### src/rtl/bz_audio_pkg.sv
// Shared types for the noise-burst sound-effect stage: envelope state and PCM sample.
package bz_audio_pkg;

    typedef enum logic [1:0] {
        ENV_IDLE  = 2'd0,
        ENV_HOLD  = 2'd1,
        ENV_DECAY = 2'd2
    } env_state_t;

    typedef logic signed [15:0] audio_sample_t;

endpackage

### src/rtl/bz_sfx_envelope.sv
// One hold/decay envelope channel: holds at the start level, then steps down once
// every DIV ticks until it reaches zero. Produces the signed, noise-gated channel value.
module bz_sfx_envelope
    import bz_audio_pkg::*;
#(
    parameter int ENV_W      = 8,
    parameter int HOLD_TICKS = 96,
    parameter int DIV        = 24
) (
    input  logic                    clk,
    input  logic                    rst_n,
    input  logic                    tick,
    input  logic                    clr,
    input  logic                    trig,
    input  logic [ENV_W-1:0]        start_lvl,
    input  logic                    noise,
    output logic signed [ENV_W:0]   value,
    output logic                    active
);

    localparam int HCW = (HOLD_TICKS > 1) ? $clog2(HOLD_TICKS) : 1;
    localparam int DCW = (DIV > 1) ? $clog2(DIV) : 1;

    env_state_t       state_q, state_d;
    logic [ENV_W-1:0] env_q, env_d;
    logic [HCW-1:0]   hold_q, hold_d;
    logic [DCW-1:0]   div_q, div_d;
    logic             active_q, active_d;

    // Next-state: clear beats trigger, trigger beats tick.
    always_comb begin
        state_d = state_q;
        env_d   = env_q;
        hold_d  = hold_q;
        div_d   = div_q;
        if (clr) begin
            state_d = ENV_IDLE;
            env_d   = {ENV_W{1'b0}};
            hold_d  = {HCW{1'b0}};
            div_d   = {DCW{1'b0}};
        end else if (trig) begin
            state_d = ENV_HOLD;
            env_d   = start_lvl;
            hold_d  = {HCW{1'b0}};
            div_d   = {DCW{1'b0}};
        end else if (tick) begin
            case (state_q)
                ENV_IDLE: begin
                    state_d = ENV_IDLE;
                end
                ENV_HOLD: begin
                    if (hold_q == HCW'(HOLD_TICKS - 1)) begin
                        state_d = ENV_DECAY;
                        div_d   = {DCW{1'b0}};
                    end else begin
                        hold_d = hold_q + {{(HCW-1){1'b0}}, 1'b1};
                    end
                end
                ENV_DECAY: begin
                    if (div_q == DCW'(DIV - 1)) begin
                        div_d = {DCW{1'b0}};
                        // The decrement that lands on zero ends the burst.
                        if (env_q <= {{(ENV_W-1){1'b0}}, 1'b1}) begin
                            env_d   = {ENV_W{1'b0}};
                            state_d = ENV_IDLE;
                        end else begin
                            env_d = env_q - {{(ENV_W-1){1'b0}}, 1'b1};
                        end
                    end else begin
                        div_d = div_q + {{(DCW-1){1'b0}}, 1'b1};
                    end
                end
                default: begin
                    state_d = ENV_IDLE;
                    env_d   = {ENV_W{1'b0}};
                end
            endcase
        end else begin
            state_d = state_q;
        end
        active_d = (state_d != ENV_IDLE);
    end

    // Envelope state registers.
    always_ff @(posedge clk or negedge rst_n) begin
        if (!rst_n) begin
            state_q  <= ENV_IDLE;
            env_q    <= {ENV_W{1'b0}};
            hold_q   <= {HCW{1'b0}};
            div_q    <= {DCW{1'b0}};
            active_q <= 1'b0;
        end else begin
            state_q  <= state_d;
            env_q    <= env_d;
            hold_q   <= hold_d;
            div_q    <= div_d;
            active_q <= active_d;
        end
    end

    // Noise-gated channel value; silent when idle.
    always_comb begin
        if (state_q == ENV_IDLE) begin
            value = {(ENV_W+1){1'b0}};
        end else if (noise) begin
            value = $signed({1'b0, env_q});
        end else begin
            value = -$signed({1'b0, env_q});
        end
    end

    assign active = active_q;

endmodule

### src/rtl/bz_noise_sfx.sv
// Noise-burst sound effects: two envelope-gated noise channels summed and scaled
// into a signed 16-bit PCM sample, refreshed on each 6 kHz tick.
module bz_noise_sfx
    import bz_audio_pkg::*;
#(
    parameter int ENV_W      = 8,
    parameter int HOLD_TICKS = 96,
    parameter int EXPL_DIV   = 24,
    parameter int SHELL_DIV  = 6
) (
    input  logic        clk,
    input  logic        rst_n,
    input  logic        clk_6KHz_en,
    input  logic        ampSD,
    input  logic        noise_expl,
    input  logic        noise_shell,
    input  logic        trig_expl,
    input  logic        trig_shell,
    input  logic        loud_expl,
    output logic [15:0] sample_out,
    output logic [1:0]  busy
);

    localparam int               SHIFT    = 14 - ENV_W;
    localparam logic [ENV_W-1:0] LVL_FULL = {ENV_W{1'b1}};
    localparam logic [ENV_W-1:0] LVL_HALF = {1'b1, {(ENV_W-1){1'b0}}};

    logic                  clr_s;
    logic [ENV_W-1:0]      expl_lvl_s;
    logic signed [ENV_W:0] v_expl_s, v_shell_s;
    logic                  expl_active_s, shell_active_s;
    logic signed [ENV_W+1:0] sum_s;
    audio_sample_t         scaled_s, sample_d, sample_q;

    assign clr_s = ~ampSD;

    // Explosion start level follows the loudness bit sampled with its trigger.
    always_comb begin
        if (loud_expl) begin
            expl_lvl_s = LVL_FULL;
        end else begin
            expl_lvl_s = LVL_HALF;
        end
    end

    bz_sfx_envelope #(
        .ENV_W      (ENV_W),
        .HOLD_TICKS (HOLD_TICKS),
        .DIV        (EXPL_DIV)
    ) u_expl (
        .clk       (clk),
        .rst_n     (rst_n),
        .tick      (clk_6KHz_en),
        .clr       (clr_s),
        .trig      (trig_expl),
        .start_lvl (expl_lvl_s),
        .noise     (noise_expl),
        .value     (v_expl_s),
        .active    (expl_active_s)
    );

    bz_sfx_envelope #(
        .ENV_W      (ENV_W),
        .HOLD_TICKS (HOLD_TICKS),
        .DIV        (SHELL_DIV)
    ) u_shell (
        .clk       (clk),
        .rst_n     (rst_n),
        .tick      (clk_6KHz_en),
        .clr       (clr_s),
        .trig      (trig_shell),
        .start_lvl (LVL_FULL),
        .noise     (noise_shell),
        .value     (v_shell_s),
        .active    (shell_active_s)
    );

    // Sum and scale to full 16-bit range; the sum cannot overflow, so no saturation.
    always_comb begin
        sum_s    = (ENV_W+2)'(v_expl_s) + (ENV_W+2)'(v_shell_s);
        scaled_s = audio_sample_t'(16'(sum_s) <<< SHIFT);
        if (!ampSD) begin
            sample_d = 16'sd0;
        end else if (clk_6KHz_en) begin
            sample_d = scaled_s;
        end else begin
            sample_d = sample_q;
        end
    end

    // Output sample register.
    always_ff @(posedge clk or negedge rst_n) begin
        if (!rst_n) begin
            sample_q <= 16'sd0;
        end else begin
            sample_q <= sample_d;
        end
    end

    assign sample_out = sample_q;
    assign busy       = {shell_active_s, expl_active_s};

endmodule

### config.mk
export PLATFORM = sky130hd
export DESIGN_NAME = bz_noise_sfx
export DESIGN_NICKNAME = d
export VERILOG_FILES = /design/src/rtl/bz_audio_pkg.sv /design/src/rtl/bz_sfx_envelope.sv /design/src/rtl/bz_noise_sfx.sv
export SDC_FILE = /design/constraint.sdc
export NUM_CORES = 1
export LEC_CHECK = 0
export BUFFER_PORTS_ARGS = -buffer_cell sky130_fd_sc_hd__buf_4
export CORE_MARGIN = 3
export CORE_UTILIZATION = 55
export CTS_BUF_LIST = sky130_fd_sc_hd__clkbuf_8 sky130_fd_sc_hd__clkbuf_16
export DETAILED_ROUTE_END_ITERATION = 7
export GPL_TIMING_DRIVEN = 0
export PLACE_DENSITY = 0.73
export SYNTH_ARGS = -nofsm -noshare
export SYNTH_HDL_FRONTEND = slang
export SYNTH_HIERARCHICAL = 1
export SYNTH_SLANG_ARGS = --single-unit
### constraint.sdc
create_clock -name clk -period 5.7 [get_ports clk]
set_input_delay 0.285 -clock clk [delete_from_list [all_inputs] [get_ports clk]]
set_output_delay 0.285 -clock clk [all_outputs]
set_load 0.02 [all_outputs]
==> qor.txt <==
outcome: finished clean
DRT iter0 DRCs: 174
ys async rst share: 100.0%
worst path required time: 5.93 ns
Slew @ Worst Pin: 0.8957 ns
Int Pwr: 0.5459 mW
Reg power frac: 50.0%
Clock power frac: 28.3%
HP Class: in2async
Layout Utilization: 64.17%
Max clock buf depth: 2
Gates resized, CTS repair: 0
CTS tree: done
PD cells: 177.7 mW/mm²
critical path fanouts, max: 8
Peak VDD IR: 111.4 µV
Seq. cell area: 0.001351 mm²
number of enable flip-flop cells after synthesis: 0
std cell rows: 30
Crit-path slowest cell: nor3b_1
Crit Path Class: reg2reg
CP peak stage delay: 0.72 ns
Setup Fix Bufs, Post-CTS: 0
setup violators final: 0
# DRC: 0
Root Driver: clkbuf_8
Post-synth top flop: dfrtp_1
CTS HTree Levels: 2
setup total negative slack: 0 ns
Routed Antenna Nets: 0
Setup crit start kind: flop
post-synth cell types: 74
RSZ-0062 raised after global routing: false
Post-Syn Area: 0.004138 mm²
port bufs: 17
final hold violation count: 0
syn_area_per_cell: 8.620 µm²
routability cong.: 0.9000
core area: 0.007057 mm²
final worst path period need: 3.449 ns
CP arrival: 3.68 ns
filler instances: 643
Clk Latency, worst-skew pair: 0.32 ns
final WL: 9261 µm
Psw: 0.2585 mW
post-synthesis register bit count: 54
Multi-input gate area: 0.002594 mm²
slew margin rel.: 39.74%
static leakage: 1.844 nW
HPWL after DPL: 6838 µm
pin count of the biggest net entering global routing: 55
most frequent cells in the layout: dfrtp_1 (54), nor2_1 (52), a21oi_1 (28)
routed vias: 3727
initial antenna violation count: 0
post-synthesis instance total: 480
total global routing overflow: 0
Die W: 92.74 µm
period utilisation layout: 60.50%
Die Y: 92.74 µm
Antenna Cells: 0
clock skew: 0.01356 ns
most common cell after layout, fill and taps aside: dfrtp_1
vias in the first global route: 3437
area grow syn2layout: 9.434%
clk slew on worst S/H paths: 0.11 ns
share of post-route cells with drive strength above 1: 9.266%
WL/cell: 15.08 µm
initial cell density of the core: 58.63%
clk sinks: 54
first-pass GRT wire length: 16000 µm
die area: 0.008600 mm²
Max Slew Vio Count: 0
combinational share of power: 21.7%
sw frac: 32.14%
CP Cell Sequence: inv_1 > ha_1 > nor3b_1 > a21oi_1 > xnor2_1 > nor2_1 > ha_1 > a21o_1 > a2111oi_0 > a21oi_1 > o31ai_1
Warnings, synthesis: 6
CTS Hold Buffers Added: 0
drt pass-1 iters: 5
Global Route Usage Sum: 22.43%
crit path capture type: flop
Achievable Freq: 0.2900 GHz
sequential share of the synthesized area: 32.66%
CTS buffer count: 5
max_cap viols: 0
num ports: 27
vias per inst: 6.070
Nets: 549
[metrics by stage]
step	hold slack (ns)	std cells	instance area, µm²	setup WS (ns)	total power [mW]
5_1_grt	0.05683	614	4528	1.849	0.8465
2_1_floorplan	-0.01059	493	4187	2.848	0.5356
3_3_place_gp	0.3767	606	4434	2.361	0.5810
6_report	0.005320	614	4528	2.251	0.8045
3_5_place_dp	0.3837	606	4434	2.365	0.5837
4_1_cts	0.03185	614	4528	2.295	0.8142
[synth_stat cells, types with 6 or more instances]
cell type / instances / share of area, %
o22ai_1: 11 / 1.7
and2_1: 8 / 1.2
nor2b_1: 7 / 1.1
dfrtp_1: 54 / 33
o21ai_0: 17 / 2.1
nand3_1: 16 / 1.9
nand2_1: 25 / 2.3
o2bb2ai_1: 13 / 2.8
nor2_1: 52 / 4.7
clkbuf_1: 17 / 1.5
inv_1: 24 / 2.2
a22oi_1: 7 / 1.3
o21a_1: 10 / 1.8
a21oi_1: 28 / 3.4
a211oi_1: 8 / 1.5
xor2_1: 6 / 1.3
nor3_1: 12 / 1.5
xnor2_1: 10 / 2.1
or3_1: 11 / 1.7
buf_4: 8 / 1.5
ha_1: 22 / 6.7
[final timing paths]
kind	from	end	slack [ns]	depth (start not counted)
worst max-delay path	u_expl/env_q[0]$_DFFE_PN0P_	sample_out[15]$_DFFE_PN0P_	2.25	11
worst min-delay path	rst_n	sample_out[15]$_DFFE_PN0P_	0.005	1
worst max register to register	u_expl/env_q[0]$_DFFE_PN0P_	sample_out[15]$_DFFE_PN0P_	2.25	11
worst min register to register	sample_out[15]$_DFFE_PN0P_	sample_out[15]$_DFFE_PN0P_	0.51	2
max in group asynchronous	rst_n	u_expl/env_q[3]$_DFFE_PN0P_	5.24	1
min in group clk	ampSD	sample_out[10]$_DFFE_PN0P_	0.25	2
[state kept, by name (all words and copies together), names as in the netlist]
name / count
sample_out: 10
u_expl/active: 1
u_expl/div_q: 5
u_expl/env_q: 8
u_expl/hold_q: 7
u_expl/state_q: 2
u_shell/active: 1
u_shell/div_q: 3
u_shell/env_q: 8
u_shell/hold_q: 7
u_shell/state_q: 2
[cells by family (layout without fill, tap and decap cells)]
logic type | count (synthesis) | count (layout) | synth area share [%]
muxes | 5 | 5 | 1.210
AOI/OAI and AO/OA | 155 | 155 | 28.12
DFF | 54 | 54 | 32.66
xor gates and xnor gates | 16 | 16 | 3.387
buffers and inverters | 56 | 81 | 5.836
other | 2 | 15 | 0.1815
and+or+nand+nor | 169 | 169 | 21.47
adders and majority gates | 23 | 23 | 7.136
[power by group through the flow]
stage                     Combinational [mW]  Sequential [mW]  Clock [mW]
after detailed placement               0.174            0.410           0
final                                  0.175            0.402       0.227
after global placement                 0.172            0.409           0
after global routing                   0.196            0.404       0.246
after floorplan                        0.125            0.411           0
after CTS                              0.175            0.402       0.237
[critical path, delay by kind of cell, from the launching register on]
kind | cells | cell delay (ns)
buffers and inverters | 1 | 0.12
and+or+nand+nor | 2 | 0.78
DFF | 1 | 0.44
xor gates and xnor gates | 1 | 0.18
AOI/OAI and AO/OA | 5 | 1.19
adders and majority gates | 2 | 0.65
[routing by layer]
metal  vias to the layer above  part of all wire (%)  track usage (%)
met3                        10                   3.4            3.006
met4                         0                   1.5            5.250
met2                        87                    47            37.22
met5                         -                     0                0
met1                      1776                    48            31.14
li1                       1854                     -                -
[cell type report]
type,count,share of cell area (%)
multi-input combinational,383,57.28
clock inverter,3,0.5526
clock buffer,5,1.520
inverter,26,2.155
tap,96,2.653
timing repair buffer,17,2.818
buffer,30,3.178
sequential,54,29.84
Power figures use the tool's default switching activity.
